<file path="config.mk">
export PLATFORM = sky130hd
export DESIGN_NAME = fifo_param
export DESIGN_NICKNAME = d
export VERILOG_FILES = /design/src/rtl/fifo_param.sv
export SDC_FILE = /design/constraint.sdc
export NUM_CORES = 1
export LEC_CHECK = 0
export ABC_AREA = 1
export CAP_MARGIN = 20
export CORE_MARGIN = 2
export CORE_UTILIZATION = 58
export DETAILED_ROUTE_END_ITERATION = 10
export PLACE_DENSITY = 0.83
export SKIP_LAST_GASP = 1
export SYNTH_ARGS = -nofsm -noshare
export SYNTH_HDL_FRONTEND = slang
export SYNTH_SLANG_ARGS = --single-unit
</file>
<file path="constraint.sdc">
create_clock -name clk -period 5.7 [get_ports clk]
set_input_delay 0.57 -clock clk [delete_from_list [all_inputs] [get_ports clk]]
set_output_delay 0.57 -clock clk [all_outputs]
set_load 0.02 [all_outputs]
</file>
<file path="src/rtl/fifo_param.sv">
`default_nettype none
// ============================================================================
// Module      : fifo_param
// Description : Single-clock synchronous FIFO with registered read data,
//               occupancy counter and almost-full / almost-empty flags.
//               Optional sticky overflow/underflow flag enabled by defining
//               the macro FIFO_ERR_EN.
// Revision    : 1.0 - initial release
// ============================================================================
module fifo_param #(
    parameter int data_width      = 6,
    parameter int address_width   = 2,
    parameter int almost_full_th  = 3,
    parameter int almost_empty_th = 1
) (
    input  logic                     clk,
    input  logic                     reset,
    input  logic                     wr_enable,
    input  logic                     rd_enable,
    input  logic [data_width-1:0]    FIFO_data_in,
    output logic [data_width-1:0]    FIFO_data_out,
    output logic                     valid_out,
    output logic                     full,
    output logic                     empty,
    output logic                     almost_full,
    output logic                     almost_empty,
    output logic [address_width:0]   occupancy
`ifdef FIFO_ERR_EN
    ,
    output logic                     error
`endif
);

    localparam int                 c_depth     = 1 << address_width;
    localparam logic [address_width:0] c_depth_occ = (address_width+1)'(c_depth);
    localparam logic [address_width:0] c_af_th     = (address_width+1)'(almost_full_th);
    localparam logic [address_width:0] c_ae_th     = (address_width+1)'(almost_empty_th);

    logic [data_width-1:0]    r_mem [0:c_depth-1];
    logic [address_width-1:0] r_wr_ptr;
    logic [address_width-1:0] r_rd_ptr;
    logic [address_width:0]   r_occ;
    logic [data_width-1:0]    r_data_out;
    logic                     r_valid;

    logic w_full;
    logic w_empty;
    logic w_do_read;
    logic w_do_write;

    // Status flags decode straight from the occupancy register.
    assign w_full  = (r_occ == c_depth_occ);
    assign w_empty = (r_occ == '0);

    // A read needs stored data (no bypass from an empty FIFO); a write into a
    // full FIFO is allowed only when a read frees a slot on the same edge.
    assign w_do_read  = rd_enable && !w_empty;
    assign w_do_write = wr_enable && (!w_full || w_do_read);

    // Storage array and write pointer.
    always_ff @(posedge clk) begin
        if (!reset) begin
            for (int i = 0; i < c_depth; i++) begin
                r_mem[i] <= '0;
            end
            r_wr_ptr <= '0;
        end else if (w_do_write) begin
            r_mem[r_wr_ptr] <= FIFO_data_in;
            r_wr_ptr        <= r_wr_ptr + 1'b1;
        end
    end

    // Read pointer, registered read data and its one-cycle valid strobe.
    always_ff @(posedge clk) begin
        if (!reset) begin
            r_rd_ptr   <= '0;
            r_data_out <= '0;
            r_valid    <= 1'b0;
        end else begin
            r_valid <= w_do_read;
            if (w_do_read) begin
                r_data_out <= r_mem[r_rd_ptr];
                r_rd_ptr   <= r_rd_ptr + 1'b1;
            end
        end
    end

    // Occupancy counter: net change of accepted writes and reads.
    always_ff @(posedge clk) begin
        if (!reset) begin
            r_occ <= '0;
        end else begin
            case ({w_do_write, w_do_read})
                2'b10:   r_occ <= r_occ + 1'b1;
                2'b01:   r_occ <= r_occ - 1'b1;
                default: r_occ <= r_occ;
            endcase
        end
    end

`ifdef FIFO_ERR_EN
    logic r_error;

    // Sticky flag for a dropped write or an ignored read; only reset clears it.
    always_ff @(posedge clk) begin
        if (!reset) begin
            r_error <= 1'b0;
        end else if ((wr_enable && !w_do_write) || (rd_enable && !w_do_read)) begin
            r_error <= 1'b1;
        end
    end

    assign error = r_error;
`endif

    assign FIFO_data_out = r_data_out;
    assign valid_out     = r_valid;
    assign full          = w_full;
    assign empty         = w_empty;
    assign almost_full   = (r_occ >= c_af_th);
    assign almost_empty  = (r_occ <= c_ae_th);
    assign occupancy     = r_occ;

endmodule
`default_nettype wire

</file>
==> key figures, run 1 <==
Yosys
  – Synth Net Count: 227
  – Netlist cell types: 20
  – Syn Area/Cell: 8.53 µm²
  – Synth Warn #: 0
  – Synth Instances: 212
  – Seq/Total Area, Yosys: 0.554
  – Yosys reg bits: 38
  – Cell area after synthesis: 1810 µm²

GRT
  – First-pass GRT wire length: approximately 5.7 mm
  – Largest net degree at the start of global routing: 15
  – Total global routing overflow: 0
  – Busiest grt layer: met2
  – Number of global-route vias before repair: 1262
  – Initial antenna violation count: 0
  – GRT Total Usage: 0.221
  – Met2 usage: 0.346
  – Met1 Use GR: 0.294
  – GRT met3 Usage: 0.0649

Layout
  – Ant. Diodes: 0
  – Nets@finish: 252
  – Finished Core Util: 0.710
  – Layout Cells excl Fill: 271
  – Layout cells sized above 1: 0.0588
  – Layout area overhead: 17.9%
  – Cell area after layout: 2130 µm²

Routing
  – Drt via density: 5.11
  – WL final: 3.47 mm
  – DRC viols: 0
  – Routed Antenna Nets: 0
  – DR iter-0 viols: 97
  – DR WL/cell: around 13 µm
  – Via Count: 1386
  – Drt first pass iters: 4

CTS
  – Max Buffers Root-to-Sink: 2
  – PostCTS Resize Cnt: 0
  – Cts hold-fix bufs: 0
  – Clock Latency Late Sink: 350 ps
  – Clock Sinks: 38
  – Root Buffer: clkbuf_4
  – Post-CTS Setup Inserts: 0
  – H-tree depth: 2
  – CTS Buf Count: 5
  – CTS tree: done
  – Clk slew on worst S/H paths: 120 ps

Power and ir drop
  – Total power: 759 µW
  – Max VDD drop: 210 µV
  – P_leak: about 0.95 nW
  – Power per Cell Area: around 360 nW/µm²

Place
  – DP Cell Count: around 260
  – RD Place Congestion: 0.855
  – Post-DP HPWL: 2.55 mm
  – IO Port Bufs: 23
  – Placed inst area: 2050 µm²
  – Post-Place Worst Slack: 3200 ps

STA
  – Setup violators final: 0
  – Fin. Hold Viols: 0
  – Slew headroom: 0.416
  – RSZ-0062 raised after global routing: false
  – Skew final: around 11 ps
  – Max-slew violations: 0
  – Peak Freq: 398 MHz
  – Actual slew at the worst max-slew pin: 869 ps
  – Minimum clock period: 2510 ps
  – Final worst slack: 3190 ps
  – Post-route clock period utilization: 0.441
  – Minimum hold slack: 575 ps
  – Setup TNS: 0 ps

Worst setup path
  – CP Capture Type: output pin
  – Worst Path Required: 5130 ps
  – CP Class: register to output pin
  – Crit-path max FO: 6
  – Critical Path Source Type: register
  – CP arrival: 1940 ps

Die
  – Die footprint: 3580 µm²
  – DIE HEIGHT: 59.8 µm
  – Core Box Area: 3000 µm²
  – IO Pins: 24
  – Initial Util: 0.602
  – Die Wd: 59.8 µm
  – Num rows: 20

Flow run
  – Max-cap viol count: 0

Hold path
  – HP Class: register to register

Run status
  – Status: finished, final reports clean
## Yosys cell counts
master,n,area (µm²)
edfxtp_1,24,721
ha_1,5,62.6
nand2_4,1,11.3
dfxtp_1,14,280
nand2_2,1,6.26
nand4_1,1,6.26
nand3_1,7,35.0
buf_4,1,7.51
inv_1,29,109
a21oi_1,2,10.0
o211ai_1,6,45.0
o21ai_0,20,100
inv_2,2,7.51
buf_2,4,20.0
nor2_1,60,225
a21oi_4,1,16.3
nand3_2,1,10.0
nor2_4,1,11.3
o31ai_1,1,7.51
nand2_1,31,116
## layout make-up
cell class	instances	area, µm²
clock buffers	6	41.3
clock inverters	2	37.5
fillers	230	872
inverters	31	116
multi-input cells	138	663
flip-flops and latches	38	1000
well taps	33	41.3
repair buffers	23	230
## cell usage in the layout (no fill, tap or decap)
cell type        synthesis  final
edfxtp_1                24     24
a21oi_4                  1      1
nand2_4                  1      1
nand2_2                  1      1
clkbuf_1                 0      1
inv_1                   29     29
o31ai_1                  1      1
clkdlybuf4s50_1          0     23
nor2_4                   1      1
ha_1                     5      5
o211ai_1                 6      6
nand2_1                 31     31
clkinvlp_4               0      1
inv_2                    2      2
dfxtp_1                 14     14
a21oi_1                  2      2
o21ai_0                 20     20
nor2_1                  60     60
nand3_2                  1      1
nand4_1                  1      1
bufinv_16                0      1
clkbuf_4                 0      5
nand3_1                  7      7
## routing by layer
metal	part of all wire	routed length, µm	vias to the layer above
li1	-	-	728
met1	0.46	1600	616
met2	0.48	1650	36
met3	0.047	163	6
met4	0.018	61	0
met5	0	0	-
## worst paths after layout
check | from | endpoint | slack (ps) | depth (start not counted)
worst max-delay path | occupancy[0] | full | 3190 | 5
worst min-delay path | FIFO_data_out[1] | FIFO_data_out[1] | 570 | 4
worst max register to register | occupancy[0] | r_mem[3][4] | 3500 | 5
worst min register to register | FIFO_data_out[1] | FIFO_data_out[1] | 570 | 4
## registers in the layout, summed over array words and instances (netlist names)
name           cells
FIFO_data_out      6
occupancy          3
r_mem             24
r_rd_ptr           2
r_wr_ptr           2
valid_out          1
## critical path, stage by stage (launching register included)
cell,delay [ps]
dfxtp_1,350
inv_1,170
ha_1,350
nand2_1,90
inv_1,60
clkdlybuf4s50_1,590
## logic make-up (layout without fill, tap and decap cells)
family                     count (synthesis)  count (layout)  synth area share
and+or+nand+nor                          103             103             0.233
AOI/OAI and AO/OA                         30              30            0.0990
adders and majority gates                  5               5            0.0346
buffers and inverters                     36              62            0.0796
DFF                                       38              38             0.554
## where the power goes
group / total (mW) / internal, mW / switching [mW] / leakage, nW
combinational: 0.229 / 0.0920 / 0.137 / 0.544
sequential: 0.345 / 0.323 / 0.0219 / 0.366
clock: 0.185 / 0.0926 / 0.0927 / 0.0385
total: 0.759 / 0.507 / 0.251 / 0.948
No activity file was read; power rests on OpenSTA's default activity.
==> run 2, diff against run 1 <==
CORE_UTILIZATION = 54   (was 58)
PLACE_DENSITY = 0.78   (was 0.83)
clock period = 2.6 ns   (was 5.7 ns; I/O delays follow)
==> key figures, run 2 (synthesis results as in run 1) <==
STA
  – Skew final: 2.67 ps (-8.76 ps)
  – Setup TNS: 0 ps (unchanged)
  – Fin. Hold Viols: 0 (unchanged)
  – Post-route clock period utilization: 0.842
  – Actual slew at the worst max-slew pin: 437 ps (-432 ps)
  – RSZ-0062 raised after global routing: false
  – Minimum hold slack: 576 ps (+1.11 ps)
  – Setup violators final: 0 (unchanged)
  – Slew headroom: 0.708 (+0.292)
  – Peak Freq: between 400 and 500 MHz
  – Max-slew violations: 0 (unchanged)
  – Minimum clock period: 2190 ps

Power and ir drop
  – Max VDD drop: 443 µV (+110%)
  – P_leak: 0.969 nW (+2.3%)
  – Power per Cell Area: 770 nW/µm² (+120%)

Die
  – Num rows: 21 (+5.0%)
  – IO Pins: 24 (unchanged)
  – Initial Util: 0.550 (-0.0516)
  – Die Wd: 61.9 µm (+3.4%)
  – DIE HEIGHT: 61.9 µm (+3.4%)
  – Core Box Area: 3280 µm² (+9.4%)
  – Die footprint: 3830 µm² (+6.9%)

Worst setup path
  – Reg2Reg Depth: 7 (+2)
  – FF-to-FF End: r_mem[0][1]
  – Crit-path max FO: 6 (unchanged)
  – Critical Path Source Type: register
  – CP Capture Type: output pin
  – CP Class: register to output pin
  – Worst r2r src: occupancy[0]
  – CP arrival: 1930 ps (about the same)
  – Worst Path Required: 2340 ps (-2790 ps)
  – R2R setup slack: 570 ps (-2930 ps)

CTS
  – Cts hold-fix bufs: 0 (unchanged)
  – PostCTS Resize Cnt: 0 (unchanged)
  – Post-CTS Setup Inserts: 0 (unchanged)
  – Clock Latency Late Sink: 340 ps (about the same)
  – Root Buffer: clkbuf_4
  – Clock Sinks: 38 (unchanged)
  – H-tree depth: 2 (unchanged)
  – Clk slew on worst S/H paths: 110 ps (about the same)
  – Max Buffers Root-to-Sink: 2 (unchanged)
  – CTS Buf Count: 5 (unchanged)
  – CTS tree: done

Routing
  – Via Count: 1432 (+3.3%)
  – DR iter-0 viols: 85 (-12%)
  – WL final: 3.34 mm (-3.7%)
  – DR WL/cell: 11.6 µm (-9.1%)
  – Drt via density: 4.99 (-2.4%)
  – DRC viols: 0 (unchanged)
  – Drt first pass iters: 4 (unchanged)
  – Routed Antenna Nets: 0 (unchanged)

Layout
  – Ant. Diodes: 0 (unchanged)
  – Register with the most flip-flops: r_mem
  – Layout area overhead: 20.3%
  – Largest register FFs: 24 (unchanged)
  – Most common cell after layout, fill and taps aside: nor2_1
  – Nets@finish: 255 (+1.2%)
  – Layout cells sized above 1: 0.0705 (+0.0117)
  – Cell area after layout: 2180 µm² (+2.1%)
  – Reg area: 1000 µm² (unchanged)
  – Fill count: 263 (+14%)
  – Most frequent cells in the layout: nor2_1, nand2_1, inv_1
  – Multi-input logic area: 663 µm² (unchanged)

Flow run
  – Max-cap viol count: 0 (unchanged)

Hold path
  – Hold Path Origin: FIFO_data_out[2]
  – Worst hold path endpoint: FIFO_data_out[2]
  – WHS Path Cells: 4 (unchanged)
  – HP Class: register to register

GRT
  – Largest net degree at the start of global routing: 15 (unchanged)
  – Initial antenna violation count: 0 (unchanged)
  – GRT Total Usage: 0.200 (-0.0216)
  – First-pass GRT wire length: 5.40 mm (-5.2%)
  – Total global routing overflow: 0 (unchanged)
  – Number of global-route vias before repair: 1268 (+0.48%)

Place
  – Post-DP HPWL: 2.46 mm (-3.6%)
  – Placed inst area: 2090 µm² (+1.9%)
  – IO Port Bufs: 23 (unchanged)
  – RD Place Congestion: 0.782 (-8.6%)

Run status
  – Status: finished, final reports clean
[run 2: metrics by stage]
stage | std cells | total power [mW] | setup WS (ps) | util
after global routing | 287 | 1.78 | 286 | 0.662
after CTS | 287 | 1.68 | 399 | 0.662
after global placement | 279 | 1.26 | 582 | 0.637
final | 287 | 1.68 | 411 | 0.662
after floorplan | 212 | 1.10 | 507 | -
after detailed placement | 279 | 1.27 | 513 | 0.637
[run 2: area by class of cell]
class                           count  area share
Sequential cell                    38       0.460
Multi-Input combinational cell    138       0.305
Timing Repair Buffer               26       0.116
Inverter                           31      0.0535
Tap cell                           46      0.0265
Clock buffer                        7      0.0253
Clock inverter                      1      0.0138
[run 2: per-layer routing]
| metal | vias up | GRT usage | share of wire |
|---|---|---|---|
| met5 | - | 0 | 0 |
| met4 | 0 | 0.137 | 0.032 |
| met3 | 13 | 0.0642 | 0.060 |
| met2 | 54 | 0.307 | 0.46 |
| met1 | 632 | 0.239 | 0.45 |
| li1 | 733 | - | - |
[run 2: report_power, final]
| group | internal, mW | switching (mW) |
|---|---|---|
| Clock | 0.230 | 0.187 |
| Sequential | 0.707 | 0.0441 |
| Combinational | 0.205 | 0.303 |
| Total | 1.14 | 0.535 |
[run 2: critical path: stages, from the launching register on]
cell             delay [ps]
dfxtp_1                 350
inv_1                   160
ha_1                    340
nand2_4                  90
inv_1                    60
clkdlybuf4s50_1         590
[run 2: how the worst max path moves through the flow]
stage                      start           to  slack (ps)  cells past startpoint
finish              occupancy[0]        empty         410                      5
global route        occupancy[0]         full         290                      5
CTS                 occupancy[0]        empty         400                      5
detailed placement         reset  r_mem[0][3]         510                      5
global placement           reset  r_mem[0][3]         580                      5
floorplan           occupancy[0]  r_mem[3][0]         510                      5
